`src/rtl/seq_alu_core.sv`:
```
// Clocked WIDTH-generic ALU with start/busy/done handshake.
// DIV/MOD use a restoring divider that produces one quotient bit per clock.
module seq_alu_core #(
  parameter int WIDTH = 16
) (
  input  logic                 clk,
  input  logic                 rst,
  input  logic                 start,
  input  logic [WIDTH-1:0]     inputA,
  input  logic [WIDTH-1:0]     inputB,
  input  logic [3:0]           opcode,
  output logic                 busy,
  output logic                 done,
  output logic [2*WIDTH-1:0]   outputC,
  output logic [1:0]           error
);

  // state   | meaning
  // IDLE    | waiting for start; operands latched on accept
  // EXEC    | single-cycle op or divide-by-zero; registers result
  // DIVLOOP | one quotient bit per cycle; registers result when count hits 0
  // DONE    | done pulse for one cycle; start ignored
  localparam logic [1:0] IDLE    = 2'd0;
  localparam logic [1:0] EXEC    = 2'd1;
  localparam logic [1:0] DIVLOOP = 2'd2;
  localparam logic [1:0] DONE    = 2'd3;

  localparam logic [3:0] OP_ADD = 4'b0100;
  localparam logic [3:0] OP_SUB = 4'b0101;
  localparam logic [3:0] OP_MUL = 4'b0110;
  localparam logic [3:0] OP_DIV = 4'b0111;
  localparam logic [3:0] OP_MOD = 4'b1000;

  localparam int CW = $clog2(WIDTH + 1);
  localparam logic [CW-1:0] COUNT_INIT = CW'(WIDTH);

  logic [1:0]         state_q, state_d;
  logic [WIDTH-1:0]   a_q, a_d;
  logic [WIDTH-1:0]   b_q, b_d;
  logic [3:0]         op_q, op_d;
  logic [CW-1:0]      count_q, count_d;
  logic [WIDTH-1:0]   rem_q, rem_d;
  logic [WIDTH-1:0]   quo_q, quo_d;
  logic [2*WIDTH-1:0] outc_q, outc_d;
  logic [1:0]         err_q, err_d;

  logic               is_div_op;
  logic [WIDTH:0]     sum;
  logic [WIDTH-1:0]   diff_ab;
  logic [2*WIDTH-1:0] product;
  logic [WIDTH:0]     rem_shift;
  logic [WIDTH:0]     trial;
  logic [2*WIDTH-1:0] exec_c;
  logic [1:0]         exec_e;

  assign is_div_op = (opcode == OP_DIV) || (opcode == OP_MOD);

  assign sum     = {1'b0, a_q} + {1'b0, b_q};
  assign diff_ab = a_q - b_q;
  assign product = {{WIDTH{1'b0}}, a_q} * {{WIDTH{1'b0}}, b_q};

  // Restoring step: remainder shifts in the next dividend MSB held in quo_q.
  assign rem_shift = {rem_q, quo_q[WIDTH-1]};
  assign trial     = rem_shift - {1'b0, b_q};

  always_comb begin
    exec_c = '0;
    exec_e = 2'b00;
    case (op_q)
      OP_ADD: begin
        exec_c[WIDTH:0] = sum;
        exec_e[0]       = sum[WIDTH];
      end
      OP_SUB: begin
        exec_c[WIDTH-1:0] = diff_ab;
        exec_e[0]         = (a_q < b_q);
      end
      OP_MUL: exec_c = product;
      OP_DIV, OP_MOD: exec_e[1] = 1'b1;
      default: ;
    endcase
  end

  always_comb begin
    state_d = state_q;
    a_d     = a_q;
    b_d     = b_q;
    op_d    = op_q;
    count_d = count_q;
    rem_d   = rem_q;
    quo_d   = quo_q;
    outc_d  = outc_q;
    err_d   = err_q;
    case (state_q)
      IDLE: begin
        if (start) begin
          a_d  = inputA;
          b_d  = inputB;
          op_d = opcode;
          if (is_div_op && (inputB != '0)) begin
            count_d = COUNT_INIT;
            rem_d   = '0;
            quo_d   = inputA;
            state_d = DIVLOOP;
          end else begin
            state_d = EXEC;
          end
        end
      end
      EXEC: begin
        outc_d  = exec_c;
        err_d   = exec_e;
        state_d = DONE;
      end
      DIVLOOP: begin
        if (count_q != '0) begin
          if (!trial[WIDTH]) begin
            rem_d = trial[WIDTH-1:0];
            quo_d = {quo_q[WIDTH-2:0], 1'b1};
          end else begin
            rem_d = rem_shift[WIDTH-1:0];
            quo_d = {quo_q[WIDTH-2:0], 1'b0};
          end
          count_d = count_q - 1'b1;
        end else begin
          outc_d = '0;
          outc_d[WIDTH-1:0] = (op_q == OP_MOD) ? rem_q : quo_q;
          err_d   = 2'b00;
          state_d = DONE;
        end
      end
      default: state_d = IDLE;
    endcase
  end

  always_ff @(posedge clk) begin
    if (rst) begin
      state_q <= IDLE;
      a_q     <= '0;
      b_q     <= '0;
      op_q    <= '0;
      count_q <= '0;
      rem_q   <= '0;
      quo_q   <= '0;
      outc_q  <= '0;
      err_q   <= 2'b00;
    end else begin
      state_q <= state_d;
      a_q     <= a_d;
      b_q     <= b_d;
      op_q    <= op_d;
      count_q <= count_d;
      rem_q   <= rem_d;
      quo_q   <= quo_d;
      outc_q  <= outc_d;
      err_q   <= err_d;
    end
  end

  assign busy    = (state_q == EXEC) || (state_q == DIVLOOP);
  assign done    = (state_q == DONE);
  assign outputC = outc_q;
  assign error   = err_q;

endmodule
```
`config.mk`:
```
export PLATFORM = sky130hd
export DESIGN_NAME = seq_alu_core
export DESIGN_NICKNAME = d
export VERILOG_FILES = /design/src/rtl/seq_alu_core.sv
export SDC_FILE = /design/constraint.sdc
export NUM_CORES = 1
export LEC_CHECK = 0
export BUFFER_PORTS_ARGS = -buffer_cell sky130_fd_sc_hd__buf_4
export CORE_ASPECT_RATIO = 0.8
export CORE_UTILIZATION = 65
export CTS_CLUSTER_DIAMETER = 100
export CTS_CLUSTER_SIZE = 8
export DETAILED_ROUTE_END_ITERATION = 7
export GPL_TIMING_DRIVEN = 0
export PLACE_DENSITY = 0.84
export SLEW_MARGIN = 20
export SYNTH_ARGS = -nofsm -noshare
export SYNTH_HDL_FRONTEND = slang
export SYNTH_SLANG_ARGS = --single-unit
```
`constraint.sdc`:
```
create_clock -name clk -period 8.7 [get_ports clk]
set_clock_uncertainty 0.2 [all_clocks]
set_input_delay 1.74 -clock clk [delete_from_list [all_inputs] [get_ports clk]]
set_output_delay 1.74 -clock clk [all_outputs]
set_load 0.005 [all_outputs]
```
==> impl_metrics.env, run 1 <==
export IMPL_fillers=1891
export IMPL_start_util=0.6654
export IMPL_placed_cells=2290
export IMPL_yosys_area_share_adder=0.3785
export IMPL_synth_edf_count=0
export IMPL_hold_start="outputC[18]"
export IMPL_syn_area_um2=15610
export IMPL_finalCoreUtilization=0.7199
export IMPL_combinationalPowerShare=0.610
export IMPL_synth_seq_area_share=0.1398
export IMPL_cts_buffers=9
export IMPL_clock_root_buffer="clkbuf_16"
export IMPL_critPathKind="flip-flop to flip-flop"
export IMPL_die_area_um2=24640
export IMPL_clockBufferDepth=2
export IMPL_ys_types=74
export IMPL_ys_flop_type="dfxtp_1"
export IMPL_ir_drop_mv=0.2210
export IMPL_overflow=0
export IMPL_rrSetupSlack_ns=1.03
export IMPL_clk_latency_ns=0.37
export IMPL_hold_violations=0
export IMPL_synthTopCellsByArea="fa_1, dfxtp_1, ha_1"
export IMPL_clock_sinks=109
export IMPL_fin_crit_sh=0.8818
export IMPL_muxShareOfSynthArea=0.03350
export IMPL_syn_inst=1904
export IMPL_fin_nets=2382
export IMPL_crit_required_ns=8.77
export IMPL_antenna_found_initial=2
export IMPL_fmax_mhz=130.3
export IMPL_setup_ws_ns=1.028
export IMPL_cp_max_fo=10
export IMPL_power_internal_uw=1506
export IMPL_hpwl_mm=38.80
export IMPL_switchingPower_uw=1626
export IMPL_layout_drive_gt1_share=0.06068
export IMPL_wirelength_mm=47.12
export IMPL_synth_most_common_cell="nand2_1"
export IMPL_leakagePower_uw=0.007941
export IMPL_finalCriticalPeriod_ns=7.672
export IMPL_fin_setup_tns_ns=0
export IMPL_regArea_um2=2182
export IMPL_worstPathArrival_ns=7.74
export IMPL_cp_end_kind="flip-flop"
export IMPL_drtPass1Iterations=5
export IMPL_io_pin_count=75
export IMPL_fp_dieW_um=175.3
export IMPL_synth_net_count=2297
export IMPL_drc=0
export IMPL_p_clk_frac=0.145
export IMPL_syn_area_per_cell_um2=8.199
export IMPL_final_max_slew_viol_count=0
export IMPL_synth_xor_xnor_area_share=0.02861
export IMPL_row_count=50
export IMPL_r2r_cells=20
export IMPL_worst_slew_pin_slew_ns=1.087
export IMPL_synthSimpleGateAreaFrac=0.1900
export IMPL_area_growth_pct=8.192
export IMPL_vias=14120
export IMPL_status="completed"
export IMPL_place_congestion=0.9814
export IMPL_synth_top_cell_by_area="fa_1"
export IMPL_r2r_start="b_q[1]"
export IMPL_io_buffers=73
export IMPL_setup_violations_final=0
export IMPL_grtUsageTotal=0.3955
export IMPL_synth_top_cell_area_share=0.2526
export IMPL_fin_cells=2308
export IMPL_die_y_um=140.6
export IMPL_hold_end="outputC[18]"
export IMPL_reg2reg_to="outputC[29]"
export IMPL_grt_pass1_vias=13780
export IMPL_max_cap_violations=0
export IMPL_switching_share=0.5192
export IMPL_place_ws_ns=1.185
export IMPL_powerDensity_nw_per_um2=185.4
export IMPL_path_clk_slew_ns=0.09
export IMPL_p_total_uw=3132
export IMPL_synth_compound_area_frac=0.1383
export IMPL_tritoncts="yes"
export IMPL_grt_max_degree=24
export IMPL_synthArstFlopShare=0
export IMPL_hp_class="flip-flop to flip-flop"
export IMPL_synthTopCellsByCount="nand2_1, inv_1, fa_1, ha_1, dfxtp_1"
export IMPL_cts_resized=0
export IMPL_synth_seq_cells=109
export IMPL_holdPathStages=2
export IMPL_htreeDepth=3
export IMPL_ant_nets=0
export IMPL_synth_top_family_by_area="adder cells"
export IMPL_grt_first_pass_wirelength_mm=74.81
export IMPL_core_um2=23460
export IMPL_startpoint_type="flip-flop"
export IMPL_via_per_inst=6.117
export IMPL_cts_hold_buf=0
export IMPL_drt_iter0_markers=1638
export IMPL_yosysWarnings=0
export IMPL_relSlewSlack=0.2699
export IMPL_rsz0062_at_grt="false"
export IMPL_post_cts_setup_buffers=0
export IMPL_wl_per_cell_um=20.42
export IMPL_seq_power_share=0.245
export IMPL_multi_input_area_um2=12020
==> per-layer routing <==
layer / routed length, µm / vias to the layer above / GRT usage / part of all wire
met3: 6006 / 99 / 0.1017 / 0.13
met2: 19820 / 787 / 0.5804 / 0.42
met1: 19860 / 6849 / 0.5722 / 0.42
li1: - / 6384 / - / -
met4: 1433 / 0 / 0.1227 / 0.030
met5: 0 / - / 0 / 0
==> worst max-delay path by stage <==
stage | slack, ns | cells past startpoint | startpoint | end
finish | 1.03 | 20 | b_q[1] | outputC[29]
global placement | 0.75 | 20 | b_q[1] | outputC[16]
detailed placement | 1.19 | 20 | b_q[1] | outputC[29]
floorplan | 2.49 | 21 | b_q[1] | outputC[29]
CTS | 1.18 | 20 | b_q[1] | outputC[29]
global route | 0.79 | 20 | b_q[1] | outputC[29]
==> critical path, cell delays in order (launching register included) <==
cell	delay, ns
dfxtp_1	0.75
clkbuf_1	0.50
nand2_1	0.18
fa_1	0.54
fa_1	0.57
fa_1	0.46
fa_1	0.55
inv_1	0.05
fa_1	0.48
inv_1	0.05
fa_1	0.47
inv_1	0.04
ha_1	0.33
nand2_1	0.11
a21oi_1	0.05
o21ai_0	0.15
a31oi_1	0.45
a2111oi_1	0.86
nor3_1	0.11
or3_1	0.38
a32o_1	0.26
==> layout by cell type, fill, tap and decap left out, types with 19 or more instances in the layout <==
| cell type | instances |
|---|---|
| nand2_1 | 290 |
| inv_1 | 282 |
| fa_1 | 197 |
| ha_1 | 157 |
| dfxtp_1 | 109 |
| a21oi_1 | 105 |
| and2_1 | 102 |
| nor2_1 | 96 |
| clkbuf_1 | 88 |
| buf_4 | 75 |
| o21ai_0 | 66 |
| nor3_1 | 36 |
| mux2i_1 | 34 |
| xnor2_1 | 32 |
| a211oi_1 | 22 |
| a21o_1 | 22 |
| xor2_1 | 19 |
==> through the flow <==
step,cell area [µm²],hold slack [ns]
6_report,16890,0.2602
3_5_place_dp,16560,0.2444
4_1_cts,16870,0.2659
5_1_grt,16880,0.2912
3_3_place_gp,16550,0.2377
2_1_floorplan,15610,0.2487
==> power groups by stage <==
| stage | Sequential, µW | Combinational (µW) | Clock (µW) |
|---|---|---|---|
| after floorplan | 677 | 1340 | 0 |
| after global placement | 757 | 1800 | 0 |
| after detailed placement | 762 | 1850 | 0 |
| after CTS | 750 | 1860 | 450 |
| after global routing | 768 | 2100 | 464 |
| final | 768 | 1910 | 454 |
==> logic make-up after synthesis <==
group	after synthesis
adder cells (fa/ha/maj)	354
AND/OR/NAND/NOR	630
multiplexers	50
AO/OA/AOI/OAI	336
flip-flops	109
buffers and inverters	374
XOR/XNOR	51
==> registers in the layout (all words and copies together) (netlist names) <==
name     count
outputC     32
a_q         16
b_q         16
quo_q       16
rem_q       16
count_q      5
op_q         4
error        2
state_q      2
==> final cells by class <==
class / count / area share
timing repair buffer: 74 / 0.03289
clock buffer: 9 / 0.01334
sequential: 109 / 0.1292
inverter: 283 / 0.06290
clock inverter: 7 / 0.005260
multi-input combinational: 1421 / 0.7115
tap: 312 / 0.02311
antenna: 2 / 0.0002963
buffer: 91 / 0.02148
(Power assumes the default switching activity.)
==> run 2: changes to the inputs <==
Settings changed: CORE_UTILIZATION 65 to 69, PLACE_DENSITY 0.84 to 0.88, RECOVER_POWER set to 100, SLEW_MARGIN 20 to not set.
Clock period 8.7 ns to 9 ns, I/O delays scaled along.
==> impl_metrics.env, run 2 (synthesized netlist as in run 1, its figures left out) <==
export IMPL_grt_first_pass_wirelength_mm=74.50
export IMPL_post_cts_setup_buffers=0
export IMPL_hpwl_mm=39.38
export IMPL_finalCoreUtilization=0.7688
export IMPL_fmax_mhz=127.3
export IMPL_clock_sinks=109
export IMPL_met3_length_mm=6.714
export IMPL_place_congestion=1.005
export IMPL_overflow=0
export IMPL_critPathKind="flip-flop to flip-flop"
export IMPL_grt_max_degree=24
export IMPL_clock_root_buffer="clkbuf_16"
export IMPL_grt_pass1_vias=13820
export IMPL_finalCriticalPeriod_ns=7.853
export IMPL_grtUsageTotal=0.4279
export IMPL_wirelength_mm=47.98
export IMPL_via_per_inst=6.194
export IMPL_layout_common_cells="nand2_1, inv_1, fa_1, ha_1, dfxtp_1"
export IMPL_clockBufferDepth=2
export IMPL_tritoncts="yes"
export IMPL_cts_hold_buf=0
export IMPL_die_area_um2=23230
export IMPL_max_cap_violations=1
export IMPL_wl_met2_mm=20.10
export IMPL_fillers=1654
export IMPL_leakagePower_uw=0.007884
export IMPL_startpoint_type="flip-flop"
export IMPL_drtPass1Iterations=7
export IMPL_worstPathArrival_ns=7.92
export IMPL_drt_iter0_markers=1603
export IMPL_largest_reg_flops=32
export IMPL_highest_layer="met4"
export IMPL_status="finished, violations left"
export IMPL_worst_slew_pin_slew_ns=2.029
export IMPL_fin_nets=2381
export IMPL_final_max_slew_viol_count=10
export IMPL_row_count=48
export IMPL_layout_drive_gt1_share=0.05670
export IMPL_setup_ws_ns=1.147
export IMPL_setup_violations_final=0
export IMPL_clk_latency_ns=0.37
export IMPL_cp_end_kind="flip-flop"
export IMPL_violations="max-capacitance violations, max-slew violations"
export IMPL_io_buffers=73
export IMPL_fp_dieW_um=170.2
export IMPL_path_clk_slew_ns=0.09
export IMPL_start_util=0.7141
export IMPL_rsz0062_at_grt="false"
export IMPL_fin_setup_tns_ns=0
export IMPL_cpMostUsedCell="fa_1"
export IMPL_cts_buffers=9
export IMPL_wl_met1_mm=19.40
export IMPL_wl_per_cell_um=20.91
export IMPL_drc=0
export IMPL_powerDensity_nw_per_um2=180.0
export IMPL_hp_class="flip-flop to flip-flop"
export IMPL_crit_slowest_cell="a2111oi_0"
export IMPL_slowest_delay_ns=1.12
export IMPL_crit_required_ns=9.06
export IMPL_htreeDepth=3
export IMPL_vias=14210
export IMPL_place_ws_ns=1.585
export IMPL_hold_slack_ns=0.2616
export IMPL_relSlewSlack=-0.3717
export IMPL_final_common_cell="nand2_1"
export IMPL_core_um2=21860
export IMPL_ant_nets=0
export IMPL_r2r_cells=20
export IMPL_die_y_um=136.5
export IMPL_io_pin_count=75
export IMPL_holdPathStages=2
export IMPL_cp_max_fo=10
export IMPL_hold_violations=0
export IMPL_ir_drop_mv=0.1688
export IMPL_area_growth_pct=7.663
export IMPL_path_cells="clkbuf_1 -> nand2_1 -> fa_1 -> fa_1 -> fa_1 -> inv_1 -> fa_1 -> fa_1 -> inv_1 -> fa_1 -> inv_1 -> ha_1 -> nand2_1 -> a21oi_1 -> o21ai_0 -> a31oi_1 -> a2111oi_0 -> nor3_1 -> or3_1 -> a32o_1"
export IMPL_antenna_found_initial=1
export IMPL_fin_crit_sh=0.8725
export IMPL_cts_resized=0
==> run 2: cell types whose count changed in the layout (fill, tap and decap cells not counted), moves of 2 or more <==
cell / previous run / this run
inv_8: 2 / 0
o21ai_1: 7 / 0
clkbuf_1: 88 / 93
o21ai_0: 66 / 73
clkbuf_4: 0 / 34
buf_4: 75 / 37
==> run 2: final cells by class <==
cell class,count,area (µm²),area share
inverters,283,1062,0.06321
plain buffers,91,345.3,0.02055
clock buffers,9,225.2,0.01340
flip-flops and latches,109,2182,0.1298
clock inverters,7,91.34,0.005435
multi-input cells,1421,11990,0.7131
diodes,1,2.502,0.0001489
well taps,300,375.4,0.02233
repair buffers,73,536.8,0.03194
==> run 2: path summary, 6_finish.rpt <==
path | from | endpoint | slack (ns)
worst max-delay path | b_q[1] | outputC[29] | 1.15
worst min-delay path | outputC[25] | outputC[25] | 0.26
worst max register to register | b_q[1] | outputC[29] | 1.15
worst min register to register | outputC[25] | outputC[25] | 0.26
==> run 2: critical path: cells and delay by family (launching register included) <==
family / cells / cell delay [ns]
adder cells (fa/ha/maj): 7 / 3.40
AO/OA/AOI/OAI: 5 / 1.99
AND/OR/NAND/NOR: 4 / 0.80
flip-flops: 1 / 0.74
buffers and inverters: 4 / 0.61
==> run 2: layer usage <==
layer  track usage  up-vias
met5             0        -
met4        0.1677        0
met3        0.1405      121
met2        0.6211      892
met1        0.5909     6802
li1              -     6395
==> run 2: stage by stage <==
step	instance area, µm²	total power, µW	std cells
after CTS	16850	2977	2293
after detailed placement	16540	2535	2277
after floorplan	15610	1948	1904
final	16810	3025	2294
after global placement	16530	2477	2277
after global routing	16800	3214	2293
==> run 2: power breakdown <==
group	total [µW]	switching (µW)	internal [µW]
logic	1850	1180	668
clock network	440	235	204
registers	741	167	574
total	3030	1580	1450
